File: src/rtl/psum_addr_pkg.sv
// psum_addr_pkg
//   Shared definitions for the psum address generator:
//     state_e      - controller states (IDLE / RUN / DRAIN)
//     PIPE_STAGES  - number of address pipeline stages ahead of the FIFO
//     CALC_W       - working width of the linear-index helper
//     calc_lin     - channel * E + row, the first half of the address formula
package psum_addr_pkg;

    typedef enum logic [1:0] {
        IDLE  = 2'd0,
        RUN   = 2'd1,
        DRAIN = 2'd2
    } state_e;

    localparam int PIPE_STAGES = 2;
    localparam int CALC_W      = 32;

    function automatic logic [CALC_W-1:0] calc_lin(
        input logic [CALC_W-1:0] channel,
        input logic [CALC_W-1:0] row,
        input logic [CALC_W-1:0] e
    );
        return channel * e + row;
    endfunction

endpackage

File: src/rtl/psum_addr_fifo.sv
// psum_addr_fifo
//   Small synchronous FIFO carrying {bank, addr} entries toward the GLB
//   write port. State advances on the falling clock edge.
//   Ports:
//     clk, reset        - clock (negedge active), async active-high reset
//     push_i, wdata_i   - write strobe and entry
//     pop_i             - remove head entry
//     rdata_o           - head entry (undefined content when empty)
//     count_o, empty_o  - occupancy and empty flag
module psum_addr_fifo #(
    parameter int DEPTH = 4,
    parameter int WIDTH = 19
) (
    input  logic                    clk,
    input  logic                    reset,
    input  logic                    push_i,
    input  logic                    pop_i,
    input  logic [WIDTH-1:0]        wdata_i,
    output logic [WIDTH-1:0]        rdata_o,
    output logic [$clog2(DEPTH):0]  count_o,
    output logic                    empty_o
);
    localparam int PTR_W = $clog2(DEPTH);

    logic [WIDTH-1:0] mem_q [DEPTH];
    logic [PTR_W-1:0] wr_ptr_q, wr_ptr_d;
    logic [PTR_W-1:0] rd_ptr_q, rd_ptr_d;
    logic [PTR_W:0]   count_q, count_d;
    logic             do_push, do_pop;

    assign do_push = push_i && (count_q != (PTR_W + 1)'(DEPTH));
    assign do_pop  = pop_i && (count_q != '0);

    always_comb begin
        wr_ptr_d = wr_ptr_q;
        rd_ptr_d = rd_ptr_q;
        count_d  = count_q;
        if (do_push) wr_ptr_d = wr_ptr_q + PTR_W'(1);
        if (do_pop)  rd_ptr_d = rd_ptr_q + PTR_W'(1);
        if (do_push && !do_pop)      count_d = count_q + (PTR_W + 1)'(1);
        else if (!do_push && do_pop) count_d = count_q - (PTR_W + 1)'(1);
    end

    always_ff @(negedge clk or posedge reset) begin
        if (reset) begin
            wr_ptr_q <= '0;
            rd_ptr_q <= '0;
            count_q  <= '0;
        end else begin
            wr_ptr_q <= wr_ptr_d;
            rd_ptr_q <= rd_ptr_d;
            count_q  <= count_d;
        end
    end

    always_ff @(negedge clk) begin
        if (do_push) mem_q[wr_ptr_q] <= wdata_i;
    end

    assign rdata_o = mem_q[rd_ptr_q];
    assign count_o = count_q;
    assign empty_o = (count_q == '0);

endmodule

File: src/rtl/psum_addr_gen.sv
// psum_addr_gen
//   Turns (psum_index, channel, row, col) tuples from the psum index
//   generator into GLB psum addresses:
//       addr = base_addr + (channel*E + row)*F + col   (mod 2^ADDR_WIDTH)
//   Two pipeline stages feed a small FIFO toward the GLB write port; await
//   holds the generator when the FIFO plus in-flight stages could fill it.
//   The generator's done is forwarded as one drained-done pulse once every
//   queued address has been consumed. All state changes on the falling edge.
//   Ports:
//     clk, reset                 - clock (negedge active), async active-high reset
//     base_addr, E, F            - pass configuration, static during a pass
//     idx_valid + index fields   - incoming tuple (idx_valid = generator busy)
//     gen_done                   - generator done pulse
//     await                      - back-pressure to the generator
//     addr_valid/addr_ready      - FIFO head handshake; addr, bank = head entry
//     done                       - one-cycle drained-done pulse
//     busy                       - high in RUN or DRAIN
//   Optional build macro PSUM_ADDR_CHECK_EN adds err (sticky) / err_clr:
//     err sets when a captured tuple has row>=E, col>=F, or its address
//     overflows ADDR_WIDTH; the tuple is queued regardless.
module psum_addr_gen
    import psum_addr_pkg::*;
#(
    parameter int F_WIDTH    = 6,
    parameter int m_WIDTH    = 8,
    parameter int n_WIDTH    = 3,
    parameter int e_WIDTH    = 8,
    parameter int ADDR_WIDTH = 16,
    parameter int DEPTH      = 4
) (
    input  logic                  clk,
    input  logic                  reset,
    input  logic [ADDR_WIDTH-1:0] base_addr,
    input  logic [e_WIDTH-1:0]    E,
    input  logic [F_WIDTH-1:0]    F,
    input  logic                  idx_valid,
    input  logic [n_WIDTH-1:0]    psum_index,
    input  logic [m_WIDTH-1:0]    channel_index,
    input  logic [e_WIDTH-1:0]    row_index,
    input  logic [F_WIDTH-1:0]    col_index,
    input  logic                  gen_done,
`ifdef PSUM_ADDR_CHECK_EN
    input  logic                  err_clr,
    output logic                  err,
`endif
    output logic                  await,
    output logic                  addr_valid,
    input  logic                  addr_ready,
    output logic [ADDR_WIDTH-1:0] addr,
    output logic [n_WIDTH-1:0]    bank,
    output logic                  done,
    output logic                  busy
);
    localparam int ENT_W = n_WIDTH + ADDR_WIDTH;
    localparam int CNT_W = $clog2(DEPTH) + 1;
    localparam int OUT_W = $clog2(DEPTH + PIPE_STAGES + 1);

    logic                  capture;
    logic                  drained;
    logic                  pop;
    logic [CNT_W-1:0]      fifo_count;
    logic                  fifo_empty;
    logic [ENT_W-1:0]      fifo_head;

    logic                  v1_q, v2_q;
    logic [CALC_W-1:0]     lin1_d, lin1_q;
    logic [F_WIDTH-1:0]    col1_q;
    logic [n_WIDTH-1:0]    bank1_q;
    logic [ADDR_WIDTH-1:0] addr2_d, addr2_q;
    logic [n_WIDTH-1:0]    bank2_q;
    logic [ADDR_WIDTH-1:0] hold_addr_q;
    logic [n_WIDTH-1:0]    hold_bank_q;

    state_e                state_q;
    logic                  done_q, busy_q;

    // Conservative occupancy: a pop on this same edge is not credited.
    assign await   = (OUT_W'(fifo_count) + OUT_W'(v1_q) + OUT_W'(v2_q)) >= OUT_W'(DEPTH);
    assign capture = idx_valid && !await;
    assign drained = !v1_q && !v2_q && fifo_empty && !capture;

    // ---- stage 1: channel*E + row ----
    assign lin1_d = calc_lin(CALC_W'(channel_index), CALC_W'(row_index), CALC_W'(E));

    // ---- stage 2: lin1*F + col + base ----
`ifdef PSUM_ADDR_CHECK_EN
    localparam int WIDE_W = 2 * CALC_W;
    logic [WIDE_W-1:0] sum2_full;
    logic              ovf2;
    logic              range_bad;
    logic              err_q;

    assign sum2_full = WIDE_W'(lin1_q) * WIDE_W'(F) + WIDE_W'(col1_q) + WIDE_W'(base_addr);
    assign addr2_d   = ADDR_WIDTH'(sum2_full);
    assign ovf2      = (sum2_full >> ADDR_WIDTH) != '0;
    assign range_bad = (row_index >= E) || (col_index >= F);

    always_ff @(negedge clk or posedge reset) begin
        if (reset)                                         err_q <= 1'b0;
        else if ((capture && range_bad) || (v1_q && ovf2)) err_q <= 1'b1;
        else if (err_clr)                                  err_q <= 1'b0;
    end
    assign err = err_q;
`else
    assign addr2_d = ADDR_WIDTH'(lin1_q * CALC_W'(F) + CALC_W'(col1_q) + CALC_W'(base_addr));
`endif

    always_ff @(negedge clk or posedge reset) begin
        if (reset) begin
            v1_q <= 1'b0;
            v2_q <= 1'b0;
        end else begin
            v1_q <= capture;
            v2_q <= v1_q;
        end
    end

    always_ff @(negedge clk) begin
        if (capture) begin
            lin1_q  <= lin1_d;
            col1_q  <= col_index;
            bank1_q <= psum_index;
        end
        if (v1_q) begin
            addr2_q <= addr2_d;
            bank2_q <= bank1_q;
        end
    end

    // ---- stage 3: FIFO toward the GLB write port ----
    assign addr_valid = !fifo_empty;
    assign pop        = addr_valid && addr_ready;

    psum_addr_fifo #(
        .DEPTH (DEPTH),
        .WIDTH (ENT_W)
    ) u_fifo (
        .clk     (clk),
        .reset   (reset),
        .push_i  (v2_q),
        .pop_i   (pop),
        .wdata_i ({bank2_q, addr2_q}),
        .rdata_o (fifo_head),
        .count_o (fifo_count),
        .empty_o (fifo_empty)
    );

    // The last consumed head is kept so addr/bank stay put while empty.
    always_ff @(negedge clk or posedge reset) begin
        if (reset) begin
            hold_addr_q <= '0;
            hold_bank_q <= '0;
        end else if (pop) begin
            hold_addr_q <= fifo_head[ADDR_WIDTH-1:0];
            hold_bank_q <= fifo_head[ENT_W-1:ADDR_WIDTH];
        end
    end

    assign addr = fifo_empty ? hold_addr_q : fifo_head[ADDR_WIDTH-1:0];
    assign bank = fifo_empty ? hold_bank_q : fifo_head[ENT_W-1:ADDR_WIDTH];

    // Controller. A capture on the drain-check edge keeps DRAIN alive so
    // that tuple is flushed before done is issued.
    always_ff @(negedge clk or posedge reset) begin
        if (reset) begin
            state_q <= IDLE;
            done_q  <= 1'b0;
            busy_q  <= 1'b0;
        end else begin
            done_q <= 1'b0;
            case (state_q)
                IDLE: begin
                    if (capture) begin
                        state_q <= gen_done ? DRAIN : RUN;
                        busy_q  <= 1'b1;
                    end else if (gen_done) begin
                        done_q <= 1'b1;
                    end
                end
                RUN: begin
                    if (gen_done) state_q <= DRAIN;
                end
                DRAIN: begin
                    if (drained) begin
                        state_q <= IDLE;
                        done_q  <= 1'b1;
                        busy_q  <= 1'b0;
                    end
                end
                default: begin
                    state_q <= IDLE;
                    busy_q  <= 1'b0;
                end
            endcase
        end
    end

    assign done = done_q;
    assign busy = busy_q;

endmodule

File: config.mk
export PLATFORM = sky130hd
export DESIGN_NAME = psum_addr_gen
export DESIGN_NICKNAME = d
export VERILOG_FILES = /design/src/rtl/psum_addr_pkg.sv /design/src/rtl/psum_addr_fifo.sv /design/src/rtl/psum_addr_gen.sv
export SDC_FILE = /design/constraint.sdc
export NUM_CORES = 1
export LEC_CHECK = 0
export BUFFER_PORTS_ARGS = -buffer_cell sky130_fd_sc_hd__buf_2
export CAP_MARGIN = 20
export CORE_MARGIN = 4
export CORE_UTILIZATION = 60
export DETAILED_ROUTE_END_ITERATION = 8
export PLACE_DENSITY = 0.84
export SLEW_MARGIN = 20
export SYNTH_ARGS = -nofsm -noshare
export SYNTH_HDL_FRONTEND = slang
export SYNTH_HIERARCHICAL = 1
export SYNTH_SLANG_ARGS = --single-unit
File: constraint.sdc
create_clock -name clk -period 6.8 [get_ports clk]
set_input_delay 0.68 -clock clk [delete_from_list [all_inputs] [get_ports clk]]
set_output_delay 0.68 -clock clk [all_outputs]
set_load 0.05 [all_outputs]
==> flow_summary_export.csv <==
group,metric,value,unit
route,firstDrtPassIters,5,
run_status,violations,"setup timing",
sta,relSlewSlack,0.2960,
logic_synthesis,syn_area_per_cell,12.29,µm²
critical_path,cp_num_buf_inv,3,
cts,ctsLongestPathBuffers,2,
cts,cts_tree,"built",
job,maxCapViolations,0,
critical_path,crit_path_top_delay_cell,"fa_1",
logic_synthesis,syn_nets,1131,
floorplan,die_w,142.9,µm
critical_path,critPathKind,"in -> reg",
layout,layout_commonest_cell,"inv_1",
run_status,outcome,"finished, violations left",
cts,path_clk_slew,0.05,ns
layout,drive_above_1_share,0.3448,
layout,layout-area-overhead-vs-synth,31.75,%
layout,final_cell_mix,"inv_1 (275), edfxtp_1 (120), fa_1 (100)",
critical_path,end_kind,"flip-flop",
sta,setup_viol,23,
logic_synthesis,syn_area,10920,µm²
grt,grt_overflow,0,
critical_path,max_stage_delay,0.56,ns
cts,ctsHoldBuffers,0,
sta,fin_skew,0.08739,ns
floorplan,fp.dieH,142.9,µm
logic_synthesis,async_reset_ff_frac,0.2105,
route,drt_wl_total,28770,µm
floorplan,rows,49,
floorplan,die-area,20430,µm²
sta,rsz0062_at_grt,"yes",
route,ant_nets,0,
critical_path,path_max_fanout,6,
place,place.gp.congestion,0.8888,
logic_synthesis,ys_types,50,
grt,antenna_found_initial,0,
layout,nFillCells,900,
logic_synthesis,syn_inst,889,
logic_synthesis,synthFlopType,"edfxtp_1",
cts,cts-root-buf,"clkbuf_16",
route,vias,7973,
cts,clock_latency,0.49,ns
layout,final_area,14390,µm²
route,wl_per_cell,19.84,µm
critical_path,critPathTopFamily,"adder cells",
layout,final_util,0.8012,
logic_synthesis,synth-seq-cells,152,
sta,hold_viol,0,
place,dp_hpwl,17010,µm
cts,htreeDepth,4,
sta,finalWorstSetupSlack,-0.8472,ns
floorplan,coreArea,17960,µm²
critical_path,cp_common_cell,"fa_1",
grt,grt_max_degree,30,
critical_path,start_kind,"input pin",
place,portBuffers,82,
critical_path,worstPathArrival,4.47,ns
cts,clock-sinks,152,
grt,grt_pass1_wl,42950,µm
layout,antenna_cells,0,
grt,grtUsageTotal,0.2722,
sta,tightest_slew,1.056,ns
route,drt-vias-per-instance,5.499,
sta,drv_slew,0,
cts,numCtsBuffers,17,
grt,grt_pass1_vias,8995,
floorplan,initial_utilization,0.6081,
floorplan,boundaryPins,83,
place,placed_area,12510,µm²
logic_synthesis,synth_edf_count,120,
route,drt-initial-drc-count,531,
logic_synthesis,yosysSeqAreaShare,0.4032,
critical_path,worstPathRequired,3.62,ns
route,drc,0,
critical_path,path_cells,"buf_12, buf_4, nand2_2, fa_2, fa_1, fa_1, fa_1, inv_1, ha_4, nor2b_2, o21a_1, o21a_1, or2_1, a221o_1, xor2_1",
layout,layout.nets,1450,
worst_hold_path,min-delay-path-class,"reg -> reg",
logic_synthesis,synth_warnings,6,
-- state kept, by name, indices dropped and copies added, names as in the netlist --
signal,cells
u_fifo/wr_ptr_q,2
u_fifo/mem_q,76
col1_q,6
hold_addr_q,16
addr2_q,16
bank1_q,3
state_q,2
v1_q,1
hold_bank_q,3
bank2_q,3
busy,1
u_fifo/count_o,3
done,1
lin1_q,16
u_fifo/rd_ptr_q,2
v2_q,1
-- cells in the mapped netlist, types with 13 or more instances --
cell / count / area [µm²]
xor2_1: 13 / 113.9
a21oi_1: 19 / 95.09
xnor2_1: 27 / 236.5
fa_1: 108 / 2162
ha_1: 74 / 925.9
nand2_1: 69 / 259.0
and2_1: 91 / 569.3
dfrtn_1: 32 / 800.8
mux4_2: 18 / 405.4
inv_1: 177 / 664.4
mux2_2: 40 / 450.4
edfxtp_1: 120 / 3603
-- area by class of cell --
cell class	instances	area, µm²	area share
repair buffers	198	1510	0.1049
clock buffers	18	450.4	0.03130
inverters	175	656.9	0.04564
clock inverters	134	593.1	0.04121
multi-input cells	544	6491	0.4510
flip-flops and latches	152	4404	0.3060
well taps	229	286.5	0.01991
-- worst paths after layout --
kind	start	endpoint	slack [ns]	cells past startpoint
worst max-delay path	F[2]	addr2_q[10]	-0.85	15
worst min-delay path	bank1_q[1]	bank2_q[1]	0.42	0
worst max register to register	lin1_q[3]	addr2_q[10]	2.37	15
worst min register to register	bank1_q[1]	bank2_q[1]	0.42	0
max in group asynchronous	reset	hold_addr_q[0]	2.40	2
min in group asynchronous	reset	u_fifo/rd_ptr_q[0]	3.51	2
-- routing by layer --
metal | vias up | wire (µm) | track usage
li1 | 3537 | - | -
met1 | 4021 | 10230 | 0.3033
met2 | 334 | 16130 | 0.4881
met3 | 81 | 1510 | 0.07301
met4 | 0 | 894 | 0.1216
met5 | - | 0 | 0
-- through the flow --
stage                     worst slack [ns]  instances  hold slack (ns)  TNS (ns)
after CTS                          -0.7190       1441           0.4180    -9.598
after detailed placement            -1.356       1280           0.4045    -23.97
after global placement              -1.245       1280           0.4019    -22.21
after global routing               -0.9181       1450           0.4232    -15.22
after floorplan                     -1.048        889           0.4003    -13.58
final                              -0.8472       1450           0.4154    -13.41
-- worst reg2reg max path, cell delays in order, from the launching register on --
cell      delay [ns]
edfxtp_1        0.46
and2_4          0.21
fa_1            0.56
inv_2           0.04
fa_1            0.47
inv_1           0.05
fa_1            0.48
inv_1           0.05
fa_1            0.52
inv_2           0.05
ha_4            0.22
o21a_1          0.13
o21a_1          0.21
or2_1           0.24
a221o_1         0.32
xor2_1          0.16
-- kinds of logic (layout without fill, tap and decap cells) --
kind of cell             count (synthesis)  after routing  synth area share
buffers and inverters                  193            525           0.06803
AND/OR/NAND/NOR                        208            208           0.09965
flip-flops                             152            152            0.4032
AO/OA/AOI/OAI                           55             55           0.03367
XOR/XNOR                                40             40           0.03207
multiplexers                            59             59           0.08075
adder cells (fa/ha/maj)                182            182            0.2827
-- what timing repair did --
action,CTS,global route
endpoints found under the hold margin,0,0
resized for setup,127,39
setup buffers,13,10
setup endpoints to repair,23,24
pin swaps,64,42
gates cloned,1,0
Power is not shown: default switching activity piles up to over one toggle a cycle in this logic, so the estimate is an artifact.
